### config.mk
export PLATFORM = sky130hd
export DESIGN_NAME = fp16_to_int32_conv
export DESIGN_NICKNAME = d
export VERILOG_FILES = /design/src/rtl/fp16_to_int32_conv.sv
export SDC_FILE = /design/constraint.sdc
export NUM_CORES = 1
export LEC_CHECK = 0
export CAP_MARGIN = 20
export CORE_MARGIN = 2
export CORE_UTILIZATION = 45
export DETAILED_ROUTE_END_ITERATION = 6
export HOLD_SLACK_MARGIN = 0.08
export SYNTH_ARGS = -nofsm -noshare
export SYNTH_HDL_FRONTEND = slang
export SYNTH_SLANG_ARGS = --single-unit
### constraint.sdc
create_clock -name clk -period 5.15 [get_ports clk]
set_input_delay 1.03 -clock clk [delete_from_list [all_inputs] [get_ports clk]]
set_output_delay 1.03 -clock clk [all_outputs]
set_load 0.02 [all_outputs]
### src/rtl/fp16_to_int32_conv.sv
// rtl/fp16_to_int32_conv.sv - pipelined FP16 to INT32 converter with invalid/inexact flags
// Input register, decode/align stage, then round/sign/saturate into the output registers.
module fp16_to_int32_conv #(
  parameter int          ROUND_MODE = 0,
  parameter logic [31:0] NAN_VALUE  = 32'h7FFFFFFF
) (
  input  logic        clk,
  input  logic        rst,
  input  logic        input_valid,
  input  logic [15:0] data_i,
  output logic [31:0] data_o,
  output logic        output_update,
  output logic        flag_invalid,
  output logic        flag_inexact
);

  logic        in_valid_q, in_valid_d;
  logic [15:0] in_data_q, in_data_d;

  logic        s1_valid_q, s1_valid_d;
  logic        s1_sign_q, s1_sign_d;
  logic        s1_inf_q, s1_inf_d;
  logic        s1_nan_q, s1_nan_d;
  logic [31:0] s1_mag_q, s1_mag_d;
  logic        s1_guard_q, s1_guard_d;
  logic        s1_sticky_q, s1_sticky_d;

  logic        upd_q, upd_d;
  logic [31:0] data_q, data_d;
  logic        inv_q, inv_d;
  logic        inx_q, inx_d;

  logic [4:0]  exp_f;
  logic [9:0]  man_f;
  logic [10:0] sig;
  logic [4:0]  lsh;
  logic [4:0]  rsh;
  logic [21:0] ext;

  logic        inc;
  logic [31:0] mag_r;

  always_comb begin
    in_valid_d = input_valid;
    in_data_d  = data_i;
  end

  // Right shift keeps 11 fraction bits below the integer part: bit 10 is guard, bits 9:0 feed sticky.
  always_comb begin
    exp_f = in_data_q[14:10];
    man_f = in_data_q[9:0];
    sig   = {(exp_f != 5'd0), man_f};
    lsh   = exp_f - 5'd25;
    rsh   = (exp_f == 5'd0) ? 5'd24 : (5'd25 - exp_f);
    ext   = {sig, 11'b0} >> rsh;

    s1_valid_d  = in_valid_q;
    s1_sign_d   = in_data_q[15];
    s1_inf_d    = (exp_f == 5'd31) && (man_f == 10'd0);
    s1_nan_d    = (exp_f == 5'd31) && (man_f != 10'd0);
    s1_mag_d    = 32'd0;
    s1_guard_d  = 1'b0;
    s1_sticky_d = 1'b0;

    if (exp_f >= 5'd25) begin
      s1_mag_d = {21'b0, sig} << lsh;
    end else if (rsh >= 5'd12) begin
      s1_sticky_d = |sig;
    end else begin
      s1_mag_d    = {21'b0, ext[21:11]};
      s1_guard_d  = ext[10];
      s1_sticky_d = |ext[9:0];
    end
  end

  always_comb begin
    inc    = (ROUND_MODE == 0) && s1_guard_q && (s1_sticky_q || s1_mag_q[0]);
    mag_r  = s1_mag_q + {31'b0, inc};

    upd_d  = s1_valid_q;
    data_d = data_q;
    inv_d  = inv_q;
    inx_d  = inx_q;

    if (s1_valid_q) begin
      if (s1_nan_q) begin
        data_d = NAN_VALUE;
        inv_d  = 1'b1;
        inx_d  = 1'b0;
      end else if (s1_inf_q) begin
        data_d = s1_sign_q ? 32'h80000000 : 32'h7FFFFFFF;
        inv_d  = 1'b1;
        inx_d  = 1'b0;
      end else begin
        // Negating a zero magnitude yields zero, so -0 needs no special case.
        data_d = s1_sign_q ? (32'd0 - mag_r) : mag_r;
        inv_d  = 1'b0;
        inx_d  = s1_guard_q | s1_sticky_q;
      end
    end
  end

  always_ff @(posedge clk) begin
    if (rst) begin
      in_valid_q  <= 1'b0;
      in_data_q   <= 16'd0;
      s1_valid_q  <= 1'b0;
      s1_sign_q   <= 1'b0;
      s1_inf_q    <= 1'b0;
      s1_nan_q    <= 1'b0;
      s1_mag_q    <= 32'd0;
      s1_guard_q  <= 1'b0;
      s1_sticky_q <= 1'b0;
      upd_q       <= 1'b0;
      data_q      <= 32'd0;
      inv_q       <= 1'b0;
      inx_q       <= 1'b0;
    end else begin
      in_valid_q  <= in_valid_d;
      in_data_q   <= in_data_d;
      s1_valid_q  <= s1_valid_d;
      s1_sign_q   <= s1_sign_d;
      s1_inf_q    <= s1_inf_d;
      s1_nan_q    <= s1_nan_d;
      s1_mag_q    <= s1_mag_d;
      s1_guard_q  <= s1_guard_d;
      s1_sticky_q <= s1_sticky_d;
      upd_q       <= upd_d;
      data_q      <= data_d;
      inv_q       <= inv_d;
      inx_q       <= inx_d;
    end
  end

  assign data_o        = data_q;
  assign output_update = upd_q;
  assign flag_invalid  = inv_q;
  assign flag_inexact  = inx_q;

endmodule

After elaboration in Yosys (flattened, before gate mapping)
Cells that the tools add are included.

Register bits: 90. Input port bits: 19. Output and inout bits: 35. Word-level logic and storage cells: 47.

$add $sub $neg: 4. Order comparisons: 2. Equal/unequal tests: 1. Shift operators: 2. Multiplexer cells: 12. Bitwise operators: 1. Reductions and logical operators: 12.

Operator list (number): $mux W32 (5); $add A32 B1 Y32 (1); $shl A11 B5 Y32 (1); $sub A1 B32 Y32 const A (1); $shr A22 B5 Y22 (1); $mux W11 (1); $reduce_or A11 Y1 (1); $logic_not A10 Y1 (1); $reduce_bool A10 Y1 (1); $reduce_or A10 Y1 (1); $eq A5 B5 Y1 const B (1); $ge A5 B4 Y1 const B (1); $ge A5 B5 Y1 const B (1); $logic_not A5 Y1 (1); $mux W1 (5); $mux W5 (1); $reduce_bool A5 Y1 (1); $sub A5 B5 Y5 const A (1); $sub A5 B5 Y5 const B (1); $logic_and A1 B1 Y1 (3); $reduce_or A3 Y1 (1); $reduce_or A2 Y1 (1); $logic_or A1 B1 Y1 (1); $or A1 B1 Y1 (1).

Logic depth before layout (Yosys ltp)
Word-level depth: 7. Mapped depth: 14. Gate-level depth less buffers: 14.

Least setup slack after synthesis
Ideal clock, no wire load.

Kind: flip-flop to flip-flop. Start point: reg s1_sticky_q. End point: reg data_q[31], in the netlist data_o[31]. Setup time: 0.114 ns. Data arrival time: 3.056 ns. Required time: 5.036 ns. Slack: 1.980 ns. Stages on the path, launching flop included: 14. Clock period less this slack: 3.170 ns. Cell sequence: dfxtp_1 o21a_1 ha_1 ha_1 nand4_2 nor4_4 and2_1 buf_4 and3_4 o22ai_4 or4_4 nor4b_2 a21oi_1 a21o_1.

Longest elaborated chain between the ends: 7.

Ends and longest elaborated chain: start: declaration (line 26) `logic s1_sticky_q, s1_sticky_d;`; start signal: assignment (line 127) `s1_sticky_q <= s1_sticky_d;`; $logic_or A1 B1 Y1 (*) (line 77) `inc = (ROUND_MODE == 0) && s1_guard_q && (s1_sticky_q || s1_mag_q[0]);`; $logic_and A1 B1 Y1 (*) (line 77); $add A32 B1 Y32 (*) (line 78) `mag_r = s1_mag_q + {31'b0, inc};`; $sub A1 B32 Y32 (line 96) `data_d = s1_sign_q ? (32'd0 - mag_r) : mag_r;`; $mux W32 (*) (line 96); $mux W32 (*) (line 90) `end else if (s1_inf_q) begin`; $mux W32 (*) (line 86) `if (s1_nan_q) begin`; end signal: assignment (line 129) `data_q <= data_d;`; end: declaration (line 29) `logic [31:0] data_q, data_d;`.

Mark *: on every way between the ends. The rest lies on a longest branch, timed or not. A chain may end at the register's enable or synchronous reset.

Worst setup path after layout
Start point: reg s1_sticky_q. End point: reg data_q[28], in the netlist data_o[28].

The elaborated chain is that of the path after synthesis.

==> flow_summary_export.csv <==
group,metric,value,unit
critical_path,cp-endpoint,"data_o[28]",
cells_and_area,nFillCells,1352,
clock_network,post_cts_buffers,0,
die,die_w,122,µm
timing,worstMarginPinSlew,925,ps
global_route,grt_max_degree,61,
clock_network,ctsHoldBuffers,0,
synth,synth_edf_count,0,
clock_network,cts_tree,"built",
synth,syn-num-nets,838,
synth,yosys.cell_count.top_type,"nor2_1",
timing,max_freq,257,MHz
route,via_per_inst,5.83,
critical_path,worstPathCellList,"o21a_1 > ha_1 > ha_1 > nand4_2 > nor4_4 > and2_1 > and3_4 > o22ai_4 > or3b_1 > o21ai_1 > mux2_1 > o31ai_1",
synth,syn-instance-count,811,
cells_and_area,diodes,0,
synth,synth_commonest_cells,"nor2_1, dfxtp_1, nand2_1, a21oi_1, xnor2_1",
synth,synthSimpleGateAreaFrac,30.5,%
synth,synthAdderAreaFrac,1.60,%
synth,async_flop_share,0,%
synth,syn_avg_cell_area,7.70,µm²
synth,ys_warn_count,0,
synth,synth_ff_type,"dfxtp_1",
timing,min_period_over_period,75.6,%
global_route,antenna_found_initial,0,
clock_network,path_clk_slew,70,ps
critical_path,path_common_cell,"ha_1",
critical_path,crit_required,5410,ps
timing,hold_ws,442,ps
synth,synth_top_family_by_area,"simple AND/OR/NAND/NOR gates",
global_route,grt_pass1_vias,5494,
timing,period_needed,3900,ps
place,dpl.hpwl,13.0,mm
route,dr.pass1.iters,5,
synth,ys_ff_latch,90,
critical_path,crit_arrival,4160,ps
cells_and_area,drive_above_1_share,8.05,%
synth,synth_cell_type_count,80,
global_route,grtUsageTotal,24.1,%
hold_path,hold_path_class,"flip-flop to flip-flop",
die,start_util,45.5,%
critical_path,reg2reg_to,"data_o[28]",
route,via_count,5900,
timing,finalSetupViolCount,0,
synth,synth_area,0.00625,mm²
route,first_iter_violations,532,
cells_and_area,final_area,0.00711,mm²
timing,hold_violations,0,
clock_network,clock_tree.buffer_depth,2,
critical_path,crit_path_start,"s1_sticky_q",
critical_path,rrSetupSlack,1250,ps
place,post_dp_cell_area,0.00678,mm²
critical_path,critPathLaunchType,"flip-flop",
die,num_rows,43,
synth,synth.largest_area_cell,"dfxtp_1",
clock_network,clk-insertion-delay-late,360,ps
clock_network,cts_root_buf,"clkbuf_16",
outcome,outcome,"finished, final reports clean",
timing,slew_violations,0,
route,post_drt_wl_per_cell,17.1,µm
flow_run,drv_cap,0,
critical_path,path_class,"flip-flop to flip-flop",
synth,post-synth-top-area-fraction,28.8,%
power_and_ir_drop,cellLeakagePower,2.61,nW
critical_path,max_stage_delay,510,ps
power_and_ir_drop,max-vdd-ir-drop,0.149,mV
synth,synth.area.top_cells,"dfxtp_1, nor2_1, xnor2_1",
route,drt-total-wl,17.3,mm
die,ios,54,
timing,relSlewSlack,38.1,%
die,coreArea,0.0137,mm²
timing,fin_worst_skew,7.60,ps
power_and_ir_drop,p_total,0.00186,W
synth,muxShareOfSynthArea,5.49,%
die,fp.dieH,122,µm
route,drcViolationCount,0,
die,dieArea,0.0148,mm²
synth,synth_xor_area_share,8.27,%
place,gp_congestion,0.993,
critical_path,rr_worst_depth,12,
critical_path,end_kind,"flip-flop",
critical_path,crit_path_max_fanout,13,
place,io_buffers,53,
global_route,gr-total-overflow,0,
critical_path,r2r-start,"s1_sticky_q",
clock_network,cts.sinks,90,
synth,yosysSeqAreaShare,28.8,%
route,final_antenna_net_count,0,
timing,rsz0062_at_grt,"no",
clock_network,cts_inserted_buffers,9,
synth,synth_compound_area_share,20.1,%
timing,finalSetupTns,0,ps
clock_network,cts-resized-gates,0,
critical_path,crit_slowest_cell,"nor4_4",
clock_network,cts_max_level,3,
cells_and_area,syn_to_final_growth,13.8,%
global_route,grt_pass1_wl,28.6,mm
power_and_ir_drop,p_per_area,261,mW/mm²
cells_and_area,nets,854,
how the worst min path moves through the flow:
stage,start,to,slack [ps],cells past startpoint
6_report,in_valid_q,s1_valid_q,440,1
3_5_place_dp,in_valid_q,s1_valid_q,430,1
3_3_place_gp,in_valid_q,s1_valid_q,420,1
2_1_floorplan,in_data_q[15],s1_sign_q,410,1
4_1_cts,in_valid_q,s1_valid_q,450,1
5_1_grt,in_valid_q,s1_valid_q,470,1
placed cells by master, fill, tap and decap left out, drive strengths merged, types with 15 or more instances in the layout:
cell type / instances
o22ai: 15
nand2: 71
o21ai: 41
nor2: 101
nand3: 33
nor3: 38
xnor2: 41
a21oi: 53
mux2i: 23
nor2b: 29
clkdlybuf4s50: 52
xor2: 18
inv: 20
a31oi: 21
dfxtp: 90
layout make-up:
cell class | instances | area [µm²] | area share (%)
clock buffers | 9 | 225 | 3.17
clock inverters | 7 | 93.8 | 1.32
well taps | 180 | 225 | 3.17
repair buffers | 60 | 578 | 8.13
flip-flops and latches | 90 | 1800 | 25.3
multi-input cells | 649 | 4120 | 58.0
inverters | 17 | 63.8 | 0.897
worst max-delay path, delay by kind of cell (launching register included):
kind                     cells  cell delay (ps)
AO/OA/AOI/OAI                4              460
multiplexers                 1              330
flip-flops                   1              330
AND/OR/NAND/NOR              5             1870
adder cells (fa/ha/maj)      2              790
power breakdown:
group / internal [W] / leakage, nW / switching [W]
Sequential: 0.000721 / 0.735 / 0.0000289
Clock: 0.000391 / 0.153 / 0.000329
Combinational: 0.000157 / 1.72 / 0.000232
Total: 0.00127 / 2.61 / 0.000590
stage by stage:
stage	worst slack [ps]	std cells	util, %
after global routing	928	1012	51.8
after CTS	1280	1011	51.8
final	1250	1012	51.8
after detailed placement	1300	995	49.4
after global placement	1430	995	49.4
after floorplan	1980	811	-
metal layers:
metal | wire (µm) | track usage (%) | vias up
met5 | 0 | 0 | -
met4 | 389 | 8.62 | 0
met3 | 781 | 4.45 | 31
met2 | 8030 | 38.3 | 170
met1 | 8120 | 32.7 | 2758
li1 | - | - | 2941
registers in the layout, summed over array words and instances, names as in the netlist:
signal         flops
output_update      1
flag_inexact       1
s1_sign_q          1
s1_sticky_q        1
flag_invalid       1
in_data_q         16
s1_valid_q         1
s1_mag_q          32
s1_nan_q           1
s1_guard_q         1
s1_inf_q           1
data_o            32
in_valid_q         1
cells by family after synthesis:
logic type / after synthesis
muxes: 31
buffers and inverters: 72
DFF: 90
AOI/OAI and AO/OA: 191
and+or+nand+nor: 360
xor gates and xnor gates: 59
adders and majority gates: 8
Power figures use the tool's default switching activity.
